<file path="src/rtl/sad_search_ctrl_pkg.sv">
// Shared constants, FSM state type and the per-pixel tag that rides the
// block-matching SAD pipeline.
package me_pkg;
   localparam int BLK       = 16;
   localparam int WIN       = 32;
   localparam int PIX_W     = 8;
   localparam int NCAND     = WIN - BLK + 1;
   localparam int CURR_AW   = 8;
   localparam int SEARCH_AW = 10;
   localparam int SAD_W     = 16;
   localparam int OFF_W     = 5;
   localparam int DRAIN_CYC = 3;

   typedef enum logic [1:0] {IDLE, RUN, DRAIN, DONE} state_e;

   typedef struct packed {
      logic             vld;
      logic             first;
      logic             last;
      logic [OFF_W-1:0] dx;
      logic [OFF_W-1:0] dy;
   } pix_tag_t;
endpackage

</file>
<file path="src/rtl/sad_search_ctrl_if.sv">
// Control, memory-read and result signals of the SAD search sequencer.
interface sad_search_ctrl_if;
   import me_pkg::*;

   logic                 start_i;
   logic                 abort_i;
   logic                 busy_o;
   logic                 done_o;
   logic [CURR_AW-1:0]   curr_raddr_o;
   logic [SEARCH_AW-1:0] search_raddr_o;
   logic [PIX_W-1:0]     curr_rdata_i;
   logic [PIX_W-1:0]     search_rdata_i;
   logic [SAD_W-1:0]     best_sad_o;
   logic [OFF_W-1:0]     best_dx_o;
   logic [OFF_W-1:0]     best_dy_o;
   logic                 result_valid_o;

   modport slave (
      input  start_i, abort_i, curr_rdata_i, search_rdata_i,
      output busy_o, done_o, curr_raddr_o, search_raddr_o,
             best_sad_o, best_dx_o, best_dy_o, result_valid_o
   );

   modport master (
      output start_i, abort_i, curr_rdata_i, search_rdata_i,
      input  busy_o, done_o, curr_raddr_o, search_raddr_o,
             best_sad_o, best_dx_o, best_dy_o, result_valid_o
   );
endinterface

</file>
<file path="src/rtl/sad_search_ctrl_min_unit.sv">
// Absdiff register, per-candidate accumulator and strict-less minimum tracker.
// Tags enter aligned with the address stage and are delayed to meet the data.
module sad_min_unit
   import me_pkg::*;
(
   input  logic             clk_i,
   input  logic             rst_i,
   input  logic             clear_i,
   input  logic             flush_i,
   input  pix_tag_t         tag_i,
   input  logic [PIX_W-1:0] curr_i,
   input  logic [PIX_W-1:0] search_i,
   output logic [SAD_W-1:0] best_sad_o,
   output logic [OFF_W-1:0] best_dx_o,
   output logic [OFF_W-1:0] best_dy_o
);
   pix_tag_t         tag1_q, tag2_q;
   logic [PIX_W-1:0] absd_q, absd_d;
   logic [SAD_W-1:0] acc_q, acc_d;
   logic [SAD_W-1:0] best_q;
   logic [OFF_W-1:0] bdx_q, bdy_q;

   always_comb begin
      absd_d = (curr_i > search_i) ? (curr_i - search_i) : (search_i - curr_i);
      acc_d  = tag2_q.first ? SAD_W'(absd_q) : (acc_q + SAD_W'(absd_q));
   end

   always_ff @(posedge clk_i) begin
      if (rst_i) begin
         tag1_q <= '0;
         tag2_q <= '0;
         absd_q <= '0;
         acc_q  <= '0;
         best_q <= '1;
         bdx_q  <= '0;
         bdy_q  <= '0;
      end else begin
         if (clear_i || flush_i) begin
            tag1_q <= '0;
            tag2_q <= '0;
         end else begin
            tag1_q <= tag_i;
            tag2_q <= tag1_q;
         end
         absd_q <= absd_d;
         if (tag2_q.vld) acc_q <= acc_d;
         // all-ones is unreachable, so the first finished candidate always wins
         if (clear_i) begin
            best_q <= '1;
            bdx_q  <= '0;
            bdy_q  <= '0;
         end else if (tag2_q.vld && tag2_q.last && (acc_d < best_q)) begin
            best_q <= acc_d;
            bdx_q  <= tag2_q.dx;
            bdy_q  <= tag2_q.dy;
         end
      end
   end

   assign best_sad_o = best_q;
   assign best_dx_o  = bdx_q;
   assign best_dy_o  = bdy_q;
endmodule

</file>
<file path="src/rtl/sad_search_ctrl.sv">
// Full-search SAD sequencer: walks every candidate offset, issues memory reads
// one pixel per cycle and publishes the minimum SAD with a done pulse.
//
// state | meaning
// IDLE  | waiting for start_i
// RUN   | issuing addresses, j inner, then i, dx, dy outer
// DRAIN | letting the last pixels leave the pipeline
// DONE  | publish best result, pulse done_o
module sad_search_ctrl #(
   parameter int BLK = me_pkg::BLK,
   parameter int WIN = me_pkg::WIN
) (
   input logic              clk_i,
   input logic              rst_i,
   sad_search_ctrl_if.slave bus
);
   import me_pkg::*;

   localparam int               NC       = WIN - BLK + 1;
   localparam logic [OFF_W-1:0] LAST_IJ  = OFF_W'(BLK - 1);
   localparam logic [OFF_W-1:0] LAST_OFF = OFF_W'(NC - 1);

   state_e               state_q, state_d;
   logic [OFF_W-1:0]     j_q, j_d, i_q, i_d, dx_q, dx_d, dy_q, dy_d;
   logic [1:0]           drain_q, drain_d;
   logic [CURR_AW-1:0]   caddr_q, caddr_d;
   logic [SEARCH_AW-1:0] saddr_q, saddr_d;
   pix_tag_t             tag0_q, tag0_d;
   logic                 done_q, done_d, rvalid_q, rvalid_d;
   logic [SAD_W-1:0]     bsad_q, bsad_d, run_sad;
   logic [OFF_W-1:0]     bdx_q, bdx_d, bdy_q, bdy_d, run_dx, run_dy;
   logic                 clear, flush;

   always_comb begin
      state_d  = state_q;
      j_d      = j_q;
      i_d      = i_q;
      dx_d     = dx_q;
      dy_d     = dy_q;
      drain_d  = drain_q;
      caddr_d  = caddr_q;
      saddr_d  = saddr_q;
      tag0_d   = '0;
      done_d   = 1'b0;
      rvalid_d = rvalid_q;
      bsad_d   = bsad_q;
      bdx_d    = bdx_q;
      bdy_d    = bdy_q;
      clear    = 1'b0;
      flush    = 1'b0;
      unique case (state_q)
         IDLE: begin
            if (bus.start_i) begin
               state_d  = RUN;
               j_d      = '0;
               i_d      = '0;
               dx_d     = '0;
               dy_d     = '0;
               rvalid_d = 1'b0;
               clear    = 1'b1;
            end
         end
         RUN: begin
            if (bus.abort_i) begin
               state_d = IDLE;
               flush   = 1'b1;
            end else begin
               caddr_d      = CURR_AW'(int'(i_q) * BLK + int'(j_q));
               saddr_d      = SEARCH_AW'((int'(dy_q) + int'(i_q)) * WIN + int'(dx_q) + int'(j_q));
               tag0_d.vld   = 1'b1;
               tag0_d.first = (i_q == '0) && (j_q == '0);
               tag0_d.last  = (i_q == LAST_IJ) && (j_q == LAST_IJ);
               tag0_d.dx    = dx_q;
               tag0_d.dy    = dy_q;
               j_d = j_q + 1'b1;
               if (j_q == LAST_IJ) begin
                  j_d = '0;
                  i_d = i_q + 1'b1;
                  if (i_q == LAST_IJ) begin
                     i_d  = '0;
                     dx_d = dx_q + 1'b1;
                     if (dx_q == LAST_OFF) begin
                        dx_d = '0;
                        dy_d = dy_q + 1'b1;
                        if (dy_q == LAST_OFF) begin
                           dy_d    = '0;
                           state_d = DRAIN;
                           drain_d = 2'(DRAIN_CYC - 1);
                        end
                     end
                  end
               end
            end
         end
         DRAIN: begin
            if (bus.abort_i) begin
               state_d = IDLE;
               flush   = 1'b1;
            end else if (drain_q == '0) begin
               state_d = DONE;
            end else begin
               drain_d = drain_q - 1'b1;
            end
         end
         DONE: begin
            done_d   = 1'b1;
            rvalid_d = 1'b1;
            bsad_d   = run_sad;
            bdx_d    = run_dx;
            bdy_d    = run_dy;
            state_d  = IDLE;
         end
         default: state_d = IDLE;
      endcase
   end

   always_ff @(posedge clk_i) begin
      if (rst_i) begin
         state_q  <= IDLE;
         j_q      <= '0;
         i_q      <= '0;
         dx_q     <= '0;
         dy_q     <= '0;
         drain_q  <= '0;
         caddr_q  <= '0;
         saddr_q  <= '0;
         tag0_q   <= '0;
         done_q   <= 1'b0;
         rvalid_q <= 1'b0;
         bsad_q   <= '0;
         bdx_q    <= '0;
         bdy_q    <= '0;
      end else begin
         state_q  <= state_d;
         j_q      <= j_d;
         i_q      <= i_d;
         dx_q     <= dx_d;
         dy_q     <= dy_d;
         drain_q  <= drain_d;
         caddr_q  <= caddr_d;
         saddr_q  <= saddr_d;
         tag0_q   <= tag0_d;
         done_q   <= done_d;
         rvalid_q <= rvalid_d;
         bsad_q   <= bsad_d;
         bdx_q    <= bdx_d;
         bdy_q    <= bdy_d;
      end
   end

   sad_min_unit u_min (
      .clk_i      (clk_i),
      .rst_i      (rst_i),
      .clear_i    (clear),
      .flush_i    (flush),
      .tag_i      (tag0_q),
      .curr_i     (bus.curr_rdata_i),
      .search_i   (bus.search_rdata_i),
      .best_sad_o (run_sad),
      .best_dx_o  (run_dx),
      .best_dy_o  (run_dy)
   );

   assign bus.busy_o         = (state_q != IDLE);
   assign bus.done_o         = done_q;
   assign bus.curr_raddr_o   = caddr_q;
   assign bus.search_raddr_o = saddr_q;
   assign bus.best_sad_o     = bsad_q;
   assign bus.best_dx_o      = bdx_q;
   assign bus.best_dy_o      = bdy_q;
   assign bus.result_valid_o = rvalid_q;
endmodule
</file>
<file path="src/flat_wrapper.sv">
// flat-port wrapper written by rule: the top's interface ports become plain ports
module sad_search_ctrl_flat import me_pkg::*;
#(
   parameter int BLK = me_pkg::BLK,
   parameter int WIN = me_pkg::WIN
)
  (clk_i, rst_i, bus_start_i, bus_abort_i, bus_curr_rdata_i, bus_search_rdata_i, bus_busy_o, bus_done_o, bus_curr_raddr_o, bus_search_raddr_o, bus_best_sad_o, bus_best_dx_o, bus_best_dy_o, bus_result_valid_o);
  sad_search_ctrl_if bus_i ();
  input logic clk_i;
  input logic rst_i;
  input wire logic [$bits(bus_i.start_i)-1:0] bus_start_i;
  input wire logic [$bits(bus_i.abort_i)-1:0] bus_abort_i;
  input wire logic [$bits(bus_i.curr_rdata_i)-1:0] bus_curr_rdata_i;
  input wire logic [$bits(bus_i.search_rdata_i)-1:0] bus_search_rdata_i;
  output wire logic [$bits(bus_i.busy_o)-1:0] bus_busy_o;
  output wire logic [$bits(bus_i.done_o)-1:0] bus_done_o;
  output wire logic [$bits(bus_i.curr_raddr_o)-1:0] bus_curr_raddr_o;
  output wire logic [$bits(bus_i.search_raddr_o)-1:0] bus_search_raddr_o;
  output wire logic [$bits(bus_i.best_sad_o)-1:0] bus_best_sad_o;
  output wire logic [$bits(bus_i.best_dx_o)-1:0] bus_best_dx_o;
  output wire logic [$bits(bus_i.best_dy_o)-1:0] bus_best_dy_o;
  output wire logic [$bits(bus_i.result_valid_o)-1:0] bus_result_valid_o;
  assign bus_i.start_i = bus_start_i;
  assign bus_i.abort_i = bus_abort_i;
  assign bus_i.curr_rdata_i = bus_curr_rdata_i;
  assign bus_i.search_rdata_i = bus_search_rdata_i;
  assign bus_busy_o = bus_i.busy_o;
  assign bus_done_o = bus_i.done_o;
  assign bus_curr_raddr_o = bus_i.curr_raddr_o;
  assign bus_search_raddr_o = bus_i.search_raddr_o;
  assign bus_best_sad_o = bus_i.best_sad_o;
  assign bus_best_dx_o = bus_i.best_dx_o;
  assign bus_best_dy_o = bus_i.best_dy_o;
  assign bus_result_valid_o = bus_i.result_valid_o;
  sad_search_ctrl #(.BLK(BLK), .WIN(WIN)) u_core (.clk_i(clk_i), .rst_i(rst_i), .bus(bus_i));
endmodule
</file>
<file path="config.mk">
export PLATFORM = sky130hd
export DESIGN_NAME = sad_search_ctrl_flat
export DESIGN_NICKNAME = d
export VERILOG_FILES = /design/src/rtl/sad_search_ctrl_pkg.sv /design/src/rtl/sad_search_ctrl_if.sv /design/src/rtl/sad_search_ctrl_min_unit.sv /design/src/rtl/sad_search_ctrl.sv /design/src/flat_wrapper.sv
export SDC_FILE = /design/constraint.sdc
export NUM_CORES = 1
export LEC_CHECK = 0
export BUFFER_PORTS_ARGS = -buffer_cell sky130_fd_sc_hd__buf_4
export CAP_MARGIN = 40
export CORE_MARGIN = 5
export CORE_UTILIZATION = 40
export DETAILED_ROUTE_END_ITERATION = 7
export GPL_ROUTABILITY_DRIVEN = 1
export GPL_TIMING_DRIVEN = 1
export PLACE_DENSITY_LB_ADDON = 0.3
export SYNTH_ARGS = -nofsm -noshare
export SYNTH_HDL_FRONTEND = slang
export SYNTH_SLANG_ARGS = --single-unit
</file>
<file path="constraint.sdc">
create_clock -name clk_i -period 9.5 [get_ports clk_i]
set_input_delay 0.475 -clock clk_i [delete_from_list [all_inputs] [get_ports clk_i]]
set_output_delay 0.475 -clock clk_i [all_outputs]
set_load 0.02 [all_outputs]
</file>
* Word level (Yosys, flattened, before mapping)
Cells that the tools add are included.
W data, S select, Z words.
** Storage, ports and cells
- Register bits after elaboration :: 159
- Input port bits :: 20
- Output and inout port bits :: 47
- Logic and storage cells :: 137
** Cells by class
- Add/subtract/negate cells :: 12
- Order comparisons :: 2
- Equal/unequal tests :: 20
- Multiplexer cells :: 42
- Bitwise gates (word level) :: 2
- Reductions and logical operators :: 26
** Operators by type and width (count)
- $mux W5 :: 15
- $pmux W5 S2 :: 4
- $mux W2 :: 11
- $add A10 B6 Y10 :: 2
- $add A5 B1 Y5 const B :: 4
- $add A16 B8 Y16 :: 1
- $lt A16 B16 Y1 :: 1
- $mux W16 :: 1
- $sub A8 B8 Y8 :: 2
- $ne A3 B2 Y1 const B :: 5
- $mux W13 :: 1
- $reduce_and A6 Y1 :: 2
- $eq A5 B4 Y1 const B :: 2
- $eq A5 B5 Y1 const B :: 2
- $logic_not A5 Y1 :: 2
- $add A8 B5 Y8 :: 1
- $gt A8 B8 Y1 :: 1
- $mux W8 :: 1
- $ne A2 B1 Y1 const B :: 4
- $ne A2 B2 Y1 const B :: 4
- $pmux W2 S4 :: 1
- $reduce_and A8 Y1 :: 1
- $reduce_bool A2 Y1 :: 4
- $reduce_or A2 Y1 :: 4
- other kinds (16) :: 28

* Depth between registers and ports, before layout
- Depth after elaboration :: 7
- Mapped depth :: 18
- Depth with buffers taken out :: 16

* Hierarchy
From an unflattened synthesis, not the netlist that was laid out.
** Second synthesis, totals
- Cells, all modules :: 900
- Area, all modules :: 7988.9 um^2
** Modules (own cells, without submodules)
- sad_min_unit :: instances 1, cells each 493, area an instance 4234.1 um^2
- sad_search_ctrl :: instances 1, cells each 407, area an instance 3754.9 um^2

* Least setup slack after synthesis
OpenSTA, ideal clock, no wires.
- Kind :: register -> register
- From :: register u_core.u_min.absd_q[0]
- To :: register u_core.u_min.best_q[2], in the netlist u_core.u_min.best_sad_o[2]
- Arrival :: 3369 ps
- Data required time :: 9355 ps
- Path slack :: 5985 ps
- Stages on the path, launching flop included :: 19
- Period minus slack after synthesis :: 3515 ps
- Path through :: dfxtp_1 > ha_1 > inv_1 > fa_1 > and2b_1 > o31a_1 > o31ai_4 > a2111oi_2 > xnor2_1 > nor2_1 > ha_1 > a21o_1 > a21o_1 > a221oi_1 > o21ai_1 > buf_2 > buf_2 > nand2_1 > o211ai_1
** On the way
- Cells in the longest elaborated chain, start to end :: 4
** RTL lines
- from (decl) :: RTL line sad_search_ctrl_min_unit.sv:18 : logic [PIX_W-1:0] absd_q, absd_d;
- from (signal assigned) :: RTL line sad_search_ctrl_min_unit.sv:45 : absd_q <= absd_d;
- $add A16 B8 Y16 :: RTL line sad_search_ctrl_min_unit.sv:25 : acc_d = tag2_q.first ? SAD_W'(absd_q) : (acc_q + SAD_W'(absd_q));
- $mux W16 :: RTL line sad_search_ctrl_min_unit.sv:25
- named net u_core.u_min.acc_d[12] :: RTL line sad_search_ctrl_min_unit.sv:19 : logic [SAD_W-1:0] acc_q, acc_d;
- $lt A16 B16 Y1 :: RTL line sad_search_ctrl_min_unit.sv:52 : end else if (tag2_q.vld && tag2_q.last && (acc_d < best_q)) begin
- $logic_and A1 B1 Y1 :: RTL line sad_search_ctrl_min_unit.sv:52
- to (signal assigned) :: RTL line sad_search_ctrl_min_unit.sv:34 : best_q <= '1;
- to (signal assigned) :: RTL line sad_search_ctrl_min_unit.sv:49 : best_q <= '1;
- to (signal assigned) :: RTL line sad_search_ctrl_min_unit.sv:53 : best_q <= acc_d;
- to (decl) :: RTL line sad_search_ctrl_min_unit.sv:20 : logic [SAD_W-1:0] best_q;
The timed path passes the listed nets, and every way through them passes these cells.
A chain may end at the register's enable or synchronous reset.

* Final worst setup path
- From :: register u_core.u_min.absd_q[0]
- To :: register u_core.u_min.best_q[1], in the netlist u_core.u_min.best_sad_o[1]
The elaborated chain is that of the path after synthesis.

==> impl_metrics.toml <==
[logic_synthesis]
yosysTopAreaCell = "dfxtp_1"
synth_warnings = 0
ys_ff_latch = 159
synth_area_leaders = "dfxtp_1, ha_1, mux2i_1"
synth_fp_nets = 953
synthCells = 865
netlist.area_leader.share_pct = 40.6
synthFlopType = "dfxtp_1"
synth_area_um2 = 7840
seq_area_frac_synth_pct = 40.6
syn-mean-instance-area_um2 = 9.06
async_flop_share_pct = 0
synth_edf_count = 0
synth.distinct_cells = 69

[cells_and_area]
nets = 1008
nFillCells = 1869
area_growth_pct = 17.7
multi_input_area_um2 = 4270
layout-drive-gt1-share_pct = 13.0
final_cell_mix = "dfxtp_1, nor2_1, buf_4, ha_1, inv_1"
antenna_cells = 0
layout_commonest_cell = "dfxtp_1"
seqCellArea_um2 = 3180

[worst_setup_path]
cp-start-kind = "register"
cp_max_fo = 23
critPathCaptureType = "register"
cp.required_ns = 9.78
critPathKind = "register to register"
worst_ep_arrival_time_ns = 4.42

[power_and_ir_drop]
cellLeakagePower_nw = 4.06
p_sw_w = 0.000406
powerDensity_nw_per_um2 = 171
p_int_w = 0.00117
seq_power_share_pct = 44.3
clock_power_share_pct = 43.8
pwr-share-comb_pct = 11.9
ir_worst_vdd_uv = 160
swShare_pct = 25.8

[drt]
dr.pass1.iters = 4
via_per_inst = 4.93
vias = 5886
drt_wl_total_um = 16500
wire_per_inst_um = 13.8
drtAntennaViolNets = 0
drtIter0Drc = 467
drc = 0

[sta]
slew_violations = 0
tightest_slew_ns = 0.781
max_freq_mhz = 242
fin_crit_ns = 4.13
final.period_utilization_pct = 43.5
fin_setup_tns_ns = 0
setup_viol = 0
whs_ns = 0.384
hold_viol_final = 0
finalClockSkew_ns = 0.0109
rsz0062_at_grt = "no"
slew_headroom_pct = 47.8

[global_routing]
antenna_found_initial = 0
grt_max_degree = 57
grt_pass1_wl_um = 28200
grt_pass1_vias = 5655
gr-usage-all-layers_pct = 15.4
grt-ovfl-total = 0

[cts]
clock_path_buffers = 2
cts_buffers = 17
cts.clk_slew.worst_paths_ns = 0.06
clock_latency_ns = 0.43
post_cts_hold_buffer_count = 0
post-cts-setup-buffers = 0
clock-sinks = 159
cts_resized = 0
cts_tree = "yes"
htree_levels = 4
cts_root_buf = "clkbuf_16"

[die]
fp.dieH_um = 150
core_um2 = 19400
dieArea_um2 = 22500
dieWidth_um = 150
start_util_pct = 40.4
rows = 51
io_pins = 67

[run_status]
status = "completed"

[placement]
portBuffers = 66
gp_congestion = 0.817
hpwl_um = 12200

[run]
drv_cap = 0

[hold_path]
hp-class = "input port to register"
==> cell families (layout without fill, tap and decap cells) <==
family	after synthesis	in the layout	share of synthesized area [%]
simple gates	290	290	18.2
flops	159	159	40.6
mux	58	58	7.62
compound gates	161	161	13.9
buf+inv	100	165	5.05
xor+xnor	29	29	3.24
fa+ha+maj	68	68	11.3
==> path summary, 6_finish.rpt <==
path | start | to | slack [ns] | cells after the start
min reg2reg | u_core.tag0_q[2]$_SDFF_PP0_ | u_core.u_min.tag1_q[2]$_SDFF_PP0_ | 0.42 | 1
min | bus_start_i | u_core.bus.result_valid_o$_SDFFE_PP0P_ | 0.38 | 4
max | u_core.u_min.absd_q[0]$_SDFF_PP0_ | u_core.u_min.best_sad_o[1]$_SDFFE_PP1P_ | 5.37 | 17
max reg2reg | u_core.u_min.absd_q[0]$_SDFF_PP0_ | u_core.u_min.best_sad_o[1]$_SDFFE_PP1P_ | 5.37 | 17
==> routing by layer <==
| layer | wire length (µm) | part of all wire (%) | GRT usage (%) |
|---|---|---|---|
| met5 | 0 | 0 | 0 |
| met4 | 215 | 1.3 | 3.84 |
| met3 | 511 | 3.1 | 3.45 |
| met2 | 7700 | 47 | 25.2 |
| met1 | 8090 | 49 | 20.6 |
==> registers in the layout (all words and copies together), names as in the netlist, 8 cells and up <==
register / count
u_core.u_min.absd_q: 8
u_core.bus.search_raddr_o: 10
u_core.u_min.acc_q: 16
u_core.u_min.tag1_q: 13
u_core.u_min.tag2_q: 13
u_core.tag0_q: 13
u_core.bus.best_sad_o: 16
u_core.u_min.best_sad_o: 16
u_core.bus.curr_raddr_o: 8
==> per-stage QoR <==
step	cells	utilization [%]	cell area (µm²)	worst slack (ns)	total power (W)
2_1_floorplan	865	-	7840	5.99	0.000843
3_3_place_gp	1162	44.1	8550	5.40	0.000895
3_5_place_dp	1166	44.5	8640	5.36	0.000900
4_1_cts	1195	47.6	9230	5.31	0.00159
5_1_grt	1195	47.6	9230	5.05	0.00164
6_report	1195	47.6	9230	5.37	0.00157
==> cells in the mapped netlist (11+ instances only) <==
library cell / instances
nand3_1: 15
a211oi_1: 16
nor3_1: 18
nand2_1: 54
ha_1: 63
xnor2_1: 17
nand4_1: 11
nor2b_1: 13
nand2b_1: 16
o31ai_1: 11
xor2_1: 12
o21ai_0: 27
nor2_1: 101
mux2i_1: 51
and2_1: 27
inv_1: 61
dfxtp_1: 159
a21oi_1: 48
clkbuf_1: 21
==> final cells by class <==
| class | count | area share, % |
|---|---|---|
| clock buffer | 17 | 4.61 |
| sequential | 159 | 34.5 |
| inverter | 62 | 2.52 |
| clock inverter | 12 | 1.76 |
| timing repair buffer | 74 | 6.67 |
| tap | 265 | 3.59 |
| multi-input combinational | 606 | 46.3 |
==> power groups by stage <==
stage	clock (W)	sequential [W]	combinational (W)
2_1_floorplan	0	0.000710	0.000133
3_5_place_dp	0	0.000712	0.000188
5_1_grt	0.000733	0.000698	0.000212
4_1_cts	0.000703	0.000697	0.000190
3_3_place_gp	0	0.000712	0.000184
6_report	0.000689	0.000697	0.000188
==> worst max-delay path: stages, from the launching register on <==
cell       delay (ns)
dfxtp_1          0.33
ha_1             0.18
inv_1            0.07
fa_1             0.37
and2b_1          0.23
o31a_1           0.22
o31ai_4          0.10
a2111oi_2        0.38
xnor2_1          0.24
nor2_1           0.09
ha_1             0.22
a21o_1           0.15
a21o_1           0.17
a221oi_1         0.48
o21ai_4          0.26
buf_16           0.24
mux2i_1          0.17
nand2_1          0.07
No activity file was read; power rests on OpenSTA's default activity.
